[config.mk]
export PLATFORM = sky130hd
export DESIGN_NAME = apb_bridge_nslv
export DESIGN_NICKNAME = d
export VERILOG_FILES = /design/src/rtl/apb_bridge_pkg.sv /design/src/rtl/apb_bridge_dec.sv /design/src/rtl/apb_bridge_nslv.sv
export SDC_FILE = /design/constraint.sdc
export NUM_CORES = 1
export LEC_CHECK = 0
export CORE_AREA = 3 3 180 182
export DETAILED_ROUTE_END_ITERATION = 12
export DIE_AREA = 0 0 183 185
export HOLD_SLACK_MARGIN = 0.08
export PLACE_DENSITY = 0.62
export SYNTH_ARGS = -nofsm -noshare
export SYNTH_HDL_FRONTEND = slang
export SYNTH_SLANG_ARGS = --single-unit
[constraint.sdc]
create_clock -name hclk -period 4 [get_ports hclk]
set_input_delay 0.6 -clock hclk [delete_from_list [all_inputs] [get_ports hclk]]
set_output_delay 0.6 -clock hclk [all_outputs]
set_load 0.05 [all_outputs]
[src/rtl/apb_bridge_pkg.sv]
// Shared types and constants for the AHB-lite to N-slave APB bridge.
package apb_bridge_pkg;

  typedef enum logic [2:0] {
    ST_IDLE,
    ST_SETUP,
    ST_ACCESS,
    ST_ERR1,
    ST_ERR2
  } bridge_state_e;

  localparam logic [1:0] HRESP_OKAY    = 2'b00;
  localparam logic [1:0] HRESP_ERROR   = 2'b01;
  localparam logic [1:0] HTRANS_NONSEQ = 2'b10;

  function automatic int clog2(input int value);
    int r;
    r = 0;
    while ((1 << r) < value) r++;
    return r;
  endfunction

endpackage

[src/rtl/apb_bridge_dec.sv]
// Slave decoder: address-to-index extraction plus one-hot select and return-path mux.
// Purely combinational, no latency; no backpressure of its own.
module apb_bridge_dec
  import apb_bridge_pkg::*;
#(
  parameter int NUM_SLV       = 8,
  parameter int ADDR_W        = 40,
  parameter int DATA_W        = 32,
  parameter int SLV_SIZE_LOG2 = 12,
  parameter int IDX_W         = 3
) (
  input  logic [ADDR_W-1:0]         haddr,
  input  logic [IDX_W-1:0]          sel_idx,
  output logic [IDX_W-1:0]          req_idx,
  output logic                      req_vld,
  output logic [NUM_SLV-1:0]        sel_onehot,
  input  logic [NUM_SLV*DATA_W-1:0] prdata,
  input  logic [NUM_SLV-1:0]        pready,
  input  logic [NUM_SLV-1:0]        pslverr,
  output logic [DATA_W-1:0]         prdata_sel,
  output logic                      pready_sel,
  output logic                      pslverr_sel
);

  logic unused_haddr;

  assign unused_haddr = ^haddr;
  assign req_idx      = haddr[SLV_SIZE_LOG2 +: IDX_W];
  assign req_vld      = int'(req_idx) < NUM_SLV;

  // An out-of-range sel_idx yields no select bit and an all-zero return path.
  always_comb begin
    sel_onehot  = '0;
    prdata_sel  = '0;
    pready_sel  = 1'b0;
    pslverr_sel = 1'b0;
    for (int i = 0; i < NUM_SLV; i++) begin
      if (sel_idx == IDX_W'(i)) begin
        sel_onehot[i] = 1'b1;
        prdata_sel    = prdata[i*DATA_W +: DATA_W];
        pready_sel    = pready[i];
        pslverr_sel   = pslverr[i];
      end
    end
  end

endmodule

[src/rtl/apb_bridge_nslv.sv]
// AHB-lite to APB bridge fanning out to NUM_SLV slaves; min 2-cycle data phase (SETUP+ACCESS).
// PREADY low stretches ACCESS (hready held low); PSLVERR, decode miss and timeout give 2-cycle ERROR.
module apb_bridge_nslv
  import apb_bridge_pkg::*;
#(
  parameter int NUM_SLV       = 8,
  parameter int ADDR_W        = 40,
  parameter int DATA_W        = 32,
  parameter int SLV_SIZE_LOG2 = 12,
  parameter int TIMEOUT_CYC   = 256
) (
  input  logic                      hclk,
  input  logic                      hrst,
  input  logic                      harb_apb_hsel,
  input  logic [1:0]                harb_xx_htrans,
  input  logic                      harb_xx_hready_in,
  input  logic [ADDR_W-1:0]         harb_xx_haddr,
  input  logic                      harb_xx_hwrite,
  input  logic [DATA_W-1:0]         harb_xx_hwdata,
  output logic [DATA_W-1:0]         apb_harb_hrdata,
  output logic                      apb_harb_hready,
  output logic [1:0]                apb_harb_hresp,
  output logic [ADDR_W-1:0]         apb_xx_paddr,
  output logic                      apb_xx_pwrite,
  output logic [DATA_W-1:0]         apb_xx_pwdata,
  output logic                      apb_xx_penable,
  output logic [NUM_SLV-1:0]        psel,
  input  logic [NUM_SLV*DATA_W-1:0] prdata,
  input  logic [NUM_SLV-1:0]        pready,
  input  logic [NUM_SLV-1:0]        pslverr,
  output logic                      bridge_err_int
);

  localparam int          IDX_W    = (NUM_SLV > 1) ? clog2(NUM_SLV) : 1;
  localparam int          CNT_W    = (clog2(TIMEOUT_CYC + 1) > 0) ? clog2(TIMEOUT_CYC + 1) : 1;
  localparam bit          TO_EN    = (TIMEOUT_CYC != 0);
  localparam int unsigned TO_LAST  = TO_EN ? TIMEOUT_CYC - 1 : 0;

  bridge_state_e     state_q, state_d;
  logic [ADDR_W-1:0] paddr_q, paddr_d;
  logic              pwrite_q, pwrite_d;
  logic [DATA_W-1:0] pwdata_q, pwdata_d;
  logic [IDX_W-1:0]  idx_q, idx_d;
  logic [CNT_W-1:0]  cnt_q, cnt_d;

  logic [IDX_W-1:0]   req_idx;
  logic               req_vld;
  logic [NUM_SLV-1:0] sel_onehot;
  logic [DATA_W-1:0]  prdata_sel;
  logic               pready_sel;
  logic               pslverr_sel;
  logic               psel_act;
  logic               req;

  apb_bridge_dec #(
    .NUM_SLV       (NUM_SLV),
    .ADDR_W        (ADDR_W),
    .DATA_W        (DATA_W),
    .SLV_SIZE_LOG2 (SLV_SIZE_LOG2),
    .IDX_W         (IDX_W)
  ) u_dec (
    .haddr       (harb_xx_haddr),
    .sel_idx     (idx_q),
    .req_idx     (req_idx),
    .req_vld     (req_vld),
    .sel_onehot  (sel_onehot),
    .prdata      (prdata),
    .pready      (pready),
    .pslverr     (pslverr),
    .prdata_sel  (prdata_sel),
    .pready_sel  (pready_sel),
    .pslverr_sel (pslverr_sel)
  );

  assign req = harb_apb_hsel & harb_xx_hready_in & ((harb_xx_htrans & HTRANS_NONSEQ) != 2'b00);

  always_comb begin
    state_d         = state_q;
    paddr_d         = paddr_q;
    pwrite_d        = pwrite_q;
    pwdata_d        = pwdata_q;
    idx_d           = idx_q;
    cnt_d           = cnt_q;
    psel_act        = 1'b0;
    apb_xx_penable  = 1'b0;
    apb_xx_pwdata   = pwdata_q;
    apb_harb_hready = 1'b1;
    apb_harb_hresp  = HRESP_OKAY;
    apb_harb_hrdata = '0;
    bridge_err_int  = 1'b0;

    case (state_q)
      ST_SETUP: begin
        psel_act        = 1'b1;
        apb_harb_hready = 1'b0;
        apb_xx_pwdata   = harb_xx_hwdata;
        pwdata_d        = harb_xx_hwdata;
        state_d         = ST_ACCESS;
      end
      ST_ACCESS: begin
        psel_act        = 1'b1;
        apb_xx_penable  = 1'b1;
        apb_harb_hready = 1'b0;
        if (pready_sel) begin
          if (pslverr_sel) begin
            state_d = ST_ERR1;
          end else begin
            apb_harb_hready = 1'b1;
            apb_harb_hrdata = pwrite_q ? '0 : prdata_sel;
            state_d         = ST_IDLE;
          end
        end else if (TO_EN && (cnt_q == CNT_W'(TO_LAST))) begin
          state_d = ST_ERR1;
        end else begin
          cnt_d = cnt_q + 1'b1;
        end
      end
      ST_ERR1: begin
        apb_harb_hready = 1'b0;
        apb_harb_hresp  = HRESP_ERROR;
        bridge_err_int  = 1'b1;
        state_d         = ST_ERR2;
      end
      ST_ERR2: begin
        apb_harb_hresp = HRESP_ERROR;
        state_d        = ST_IDLE;
      end
      default: ;
    endcase

    // A new address phase is taken whenever the bus sees hready high, overriding the step above.
    if (req && apb_harb_hready) begin
      paddr_d  = harb_xx_haddr;
      pwrite_d = harb_xx_hwrite;
      idx_d    = req_idx;
      cnt_d    = '0;
      state_d  = req_vld ? ST_SETUP : ST_ERR1;
    end
  end

  always_ff @(posedge hclk) begin
    if (hrst) begin
      state_q  <= ST_IDLE;
      paddr_q  <= '0;
      pwrite_q <= 1'b0;
      pwdata_q <= '0;
      idx_q    <= '0;
      cnt_q    <= '0;
    end else begin
      state_q  <= state_d;
      paddr_q  <= paddr_d;
      pwrite_q <= pwrite_d;
      pwdata_q <= pwdata_d;
      idx_q    <= idx_d;
      cnt_q    <= cnt_d;
    end
  end

  assign psel          = psel_act ? sel_onehot : '0;
  assign apb_xx_paddr  = paddr_q;
  assign apb_xx_pwrite = pwrite_q;

endmodule

; Word level (Yosys, flattened, before mapping)
; Index checks and enable logic that the tools add are counted.
; Widths: inputs -> output; s select.
[word_totals]
reg_bits = 88
[op_classes]
add_sub_neg = 1
n_eq_ne = 14
n_reduce_logical = 11
bitwise_logic = 4
mux = 50
[op_table]
columns = op, n
row1 = $mux 32, 13
row2 = $mux 1, 31
row3 = $eq 3x3->1 const B, 5
row4 = $eq 3x2->1 const B, 4
row5 = $pmux 3 s4, 1
row6 = $add 9x1->9 const B, 1
row7 = $eq 9x8->1 const B, 1
row8 = $mux 8, 1
row9 = $reduce_or 2->1, 4
row10 = $eq 3x1->1 const B, 2
row11 = $mux 3, 2
row12 = $reduce_bool 5->1, 1
row13 = $ne 4x4->1 const B, 1
row14 = $reduce_and 2->1, 2
row15 = $reduce_bool 4->1, 1
row16 = $logic_not 3->1, 1
row17 = $ne 3x3->1 const B, 1
row18 = $reduce_and 3->1, 1
row19 = $and 1x1->1, 2
row20 = $mux 2, 1
row21 = $not 1->1, 2
row22 = $pmux 1 s2, 1
row23 = $logic_and 1x1->1, 1

; Depth between registers and ports, before layout
[depth]
word_depth = 15
mapped_depth = 10

; Cells and area by module
; A second synthesis with hierarchy kept.
[hier_totals]
hier_cells = 819
hier_area_um2 = 7108.1
[by_module_without_submodules]
columns = mod, cells_each, instances, area_each_um2, seq_area_each_um2
row1 = apb_bridge_nslv, 426, 1, 4192.8, 1761.7
row2 = apb_bridge_dec, 393, 1, 2915.3, 0.0

; Worst setup path before layout
; No wires, ideal clock.
[synth_path]
kind = reg2out
start = register apb_xx_paddr[13] (netlist name)
end = output apb_harb_hrdata[12]
path_slack_ns = 0.044
t_arrival_ns = 3.356
required_time_ns = 3.400
stages_incl_launch_ff = 10
cell_sequence = dfxtp_1 -> buf_2 -> buf_2 -> mux2i_1 -> o2bb2ai_1 -> o21ai_1 -> o211ai_4 -> or3b_1 -> buf_2 -> a221oi_1
[synth_lines]
columns = item, line
row1 = to (decl), apb_bridge_nslv.sv:20  ; output logic [DATA_W-1:0] apb_harb_hrdata,

; Worst setup path in the final report
[layout_path]
start = input pslverr[2]
end = output apb_harb_hrdata[31]
[layout_via]
elab_chain_len = 9
[layout_rtl]
columns = item, line
row1 = from (decl), apb_bridge_nslv.sv:30  ; input logic [NUM_SLV-1:0] pslverr,
row2 = $mux 1 (6 in series), apb_bridge_dec.sv:38  ; if (sel_idx == IDX_W'(i)) begin
row3 = $mux 32, apb_bridge_nslv.sv:105  ; if (pslverr_sel) begin
row4 = $mux 32, apb_bridge_nslv.sv:104  ; if (pready_sel) begin
row5 = $mux 32, apb_bridge_nslv.sv:92  ; case (state_q)
; Every way passes these cells.

==> results.md <==
- Reg2reg end: apb_xx_paddr[20]
- Fin crit share: 0.928
- Layout area overhead: 85.1%
- Fin Setup TNS: 0 ps
- Layout fillers: 3078
- Fmax: 270 MHz
- Slowest cell delay on critical path: 500 ps
- Crit path required time: 3400 ps
- Hold EP: apb_xx_paddr[9]
- Worst R2R Setup Slack: between 1000 and 1500 ps
- Max_cap viols: 0
- CP startpoint: pslverr[2]
- Reg clk slew, reported paths: 60 ps
- CTS tree: built
- Combined area of the multi-input logic cells: 4620 sq um
- Nets: between 1500 and 2000
- Post-DRT Antenna Nets: 0
- Yosys warning count: 0
- Worst reg2reg path depth: 7
- Compound-cell area share of the yosys netlist: 0.207
- Vias/cell: 4.78
- H-tree Lvls: 3
- Slew headroom: 0.302
- Final Power: 2.75 mW
- Status: finished clean
- Worst vdd ir: 0.000247 V
- # IOs: 469
- Startpoint Class: primary input
- R2r startpoint: apb_xx_paddr[12]
- Post-DP HPWL: 24200 microns
- Vias in the first global route: 7609
- Mux share of post-synthesis cell area: 0.248
- CORE AREA: 30700 sq um
- Simple-Gate Fraction of Synth Area: 0.220
- Syn Area/Cell: 8.96 sq um
- Layout cell share with drive strength beyond 1: 0.133
- Final Critical Period: 3710 ps
- Hold Buf Count CTS: 0
- CP Max Fanout: 32
- Worst-skew pair later-pin latency: approximately 350 ps
- Clk sinks: 85
- DRT iter0 DRCs: 267
- CTS Buffer Depth: 2
- Die span in y: 185 microns
- RSZ-0062 raised after global routing: false
- Post-Synth XOR/XNOR Area: 0.00652
- Top cell type's share of synthesized area: 0.253
- Starting Density: 0.219
- Data arrival, critical path: 3110 ps
- Final Instance Area: 12400 sq um
- Via count: 7548
- CP Capture Type: output pin
- Num CTS Buffers: 9
- Endpoints failing hold: 0
- Die X: 183 microns
- Static leakage: between 4 and 5 nW
- Pwr Density: approximately 220 nW/um^2
- # DRC: 0
- Post-DR wirelength/cell: 19.5 microns
- Port-buffer cells: between 400 and 500
- Setup Buffers After CTS: 0
- Antenna violations before repair: 4
- Hold_ws: 470 ps
- Total GRT Usage: 0.169
- PostCTS Resize Cnt: 0
- Post-synth EDFFs: 0
- Synth Flop Type: dfxtp_1
- Syn Nets: 1103
- Worst Tran Pin Value: 1050 ps
- Pins Over Slew Limit: 0
- Synth cell types: 54
- Seq/Total Area, Yosys: 0.253
- Cell depth of the worst hold path: 2
- Cell mode on critical path: buf_12
- Placer congestion estimate: 0.859
- Setup-failing EPs final: 0
- Cell Chain, Critical Path: clkdlybuf4s50_1, mux2i_1, buf_4, o2bb2ai_1, o21ai_1, o211ai_4, or3b_2, buf_12, a211oi_1, buf_12
- Most common cell after layout, fill and taps aside: clkdlybuf4s50_1
- Commonest cells after routing, fill and taps aside: clkdlybuf4s50_1, nand2b_1, dfxtp_1
- Critical path's slowest cell: or3b_2
- Hold Startpoint: apb_xx_paddr[9]
- Adder-cell share of the synthesized area: 0.00372
- Mapped Area: 6720 sq um
- Grt total ovfl: 0
- Register area: 1710 sq um
- Fin Clk Skew: roughly 9 ps
- Synth area leaders: dfxtp_1, mux2i_1, nand2b_1
- TritonRoute pass-1 iters: 4
- Cells after Synth: 750
- Largest net degree at the start of global routing: 127
- Setup Crit Path Kind: in2out
- Area after DPL: 12100 sq um
- Hold WC Path Type: reg2reg
- #FFs+latches synth: 85
- Die Area: 33900 sq um
- First-pass GRT wire length: 44600 microns
- Post-synth ARST share: 0
- # rows: 64
- Yosys top cell by area: dfxtp_1
- WL final: 30800 microns
- Largest family of logic cells by synthesized area: multiplexers
- Clk root buf: clkbuf_16
-- power breakdown --
part / internal, mW / leakage [nW] / total (mW) / switching (mW)
clock network: 0.494 / 0.149 / 0.870 / 0.376
logic: 0.558 / 3.46 / 0.991 / 0.433
registers: 0.872 / 0.691 / 0.891 / 0.0191
total: 1.92 / 4.30 / 2.75 / 0.829
-- layer usage --
metal | part of all wire | global-route usage
met1 | 0.39 | 0.197
met2 | 0.50 | 0.300
met3 | 0.094 | 0.0540
met4 | 0.014 | 0.0448
met5 | 0.00023 | 0
-- synth_stat cells, types with 4 or more instances --
library cell	n
a211oi_2	25
and2_1	4
inv_1	6
nand2_1	23
clkbuf_1	47
buf_6	8
nand2b_1	108
buf_4	4
nor2_1	39
buf_1	4
dfxtp_1	85
xnor2_1	5
mux2i_1	71
nand3_1	5
a21oi_1	6
mux2_1	33
o21ai_1	4
o32ai_1	26
o22a_1	15
a211oi_1	25
buf_2	14
mux2_2	28
o21ai_0	14
o22ai_1	26
nor2b_1	36
nor3_1	39
mux4_2	12
a21boi_0	5
-- how the worst max path moves through the flow --
stage / endpoint / depth (start not counted) / slack (ps)
6_report: apb_harb_hrdata[31] / 10 / 290
4_1_cts: apb_harb_hrdata[12] / 11 / 210
3_3_place_gp: apb_harb_hrdata[12] / 11 / 200
2_1_floorplan: apb_harb_hrdata[12] / 9 / 40
3_5_place_dp: apb_harb_hrdata[31] / 10 / 220
5_1_grt: apb_harb_hrdata[12] / 11 / 70
-- critical path, delay by kind of cell --
| kind | cells | cell delay (ps) |
|---|---|---|
| and+or+nand+nor | 1 | 500 |
| buffers and inverters | 4 | 980 |
| muxes | 1 | 250 |
| AOI/OAI and AO/OA | 4 | 740 |
-- state kept, by name, indices dropped and copies added (netlist names) --
name / flops
state_q: 3
pwdata_q: 32
apb_xx_pwrite: 1
apb_xx_paddr: 40
cnt_q: 9
-- stage by stage --
step / instances / setup WS [ps] / util
final: 1580 / 290 / 0.404
after global routing: 1580 / 65.3 / 0.404
after CTS: 1577 / 205 / 0.404
after detailed placement: 1561 / 215 / 0.394
after global placement: 1561 / 202 / 0.394
after floorplan: 750 / 43.7 / -
-- cells by family (layout without fill, tap and decap cells) --
logic type | Yosys count | after routing
buf+inv | 83 | 514
flops | 85 | 85
xor+xnor | 5 | 5
other cells | 1 | 4
compound gates | 164 | 164
simple gates | 266 | 266
mux | 144 | 144
fa+ha+maj | 2 | 2
-- cell type report --
class,instances,share of cell area
Sequential cell,85,0.138
Multi-Input combinational cell,582,0.372
Antenna cell,3,0.000604
Timing Repair Buffer,492,0.424
Inverter,6,0.00181
Clock buffer,9,0.0181
Clock inverter,7,0.00664
Tap cell,396,0.0398
No activity file was read; power rests on OpenSTA's default activity.
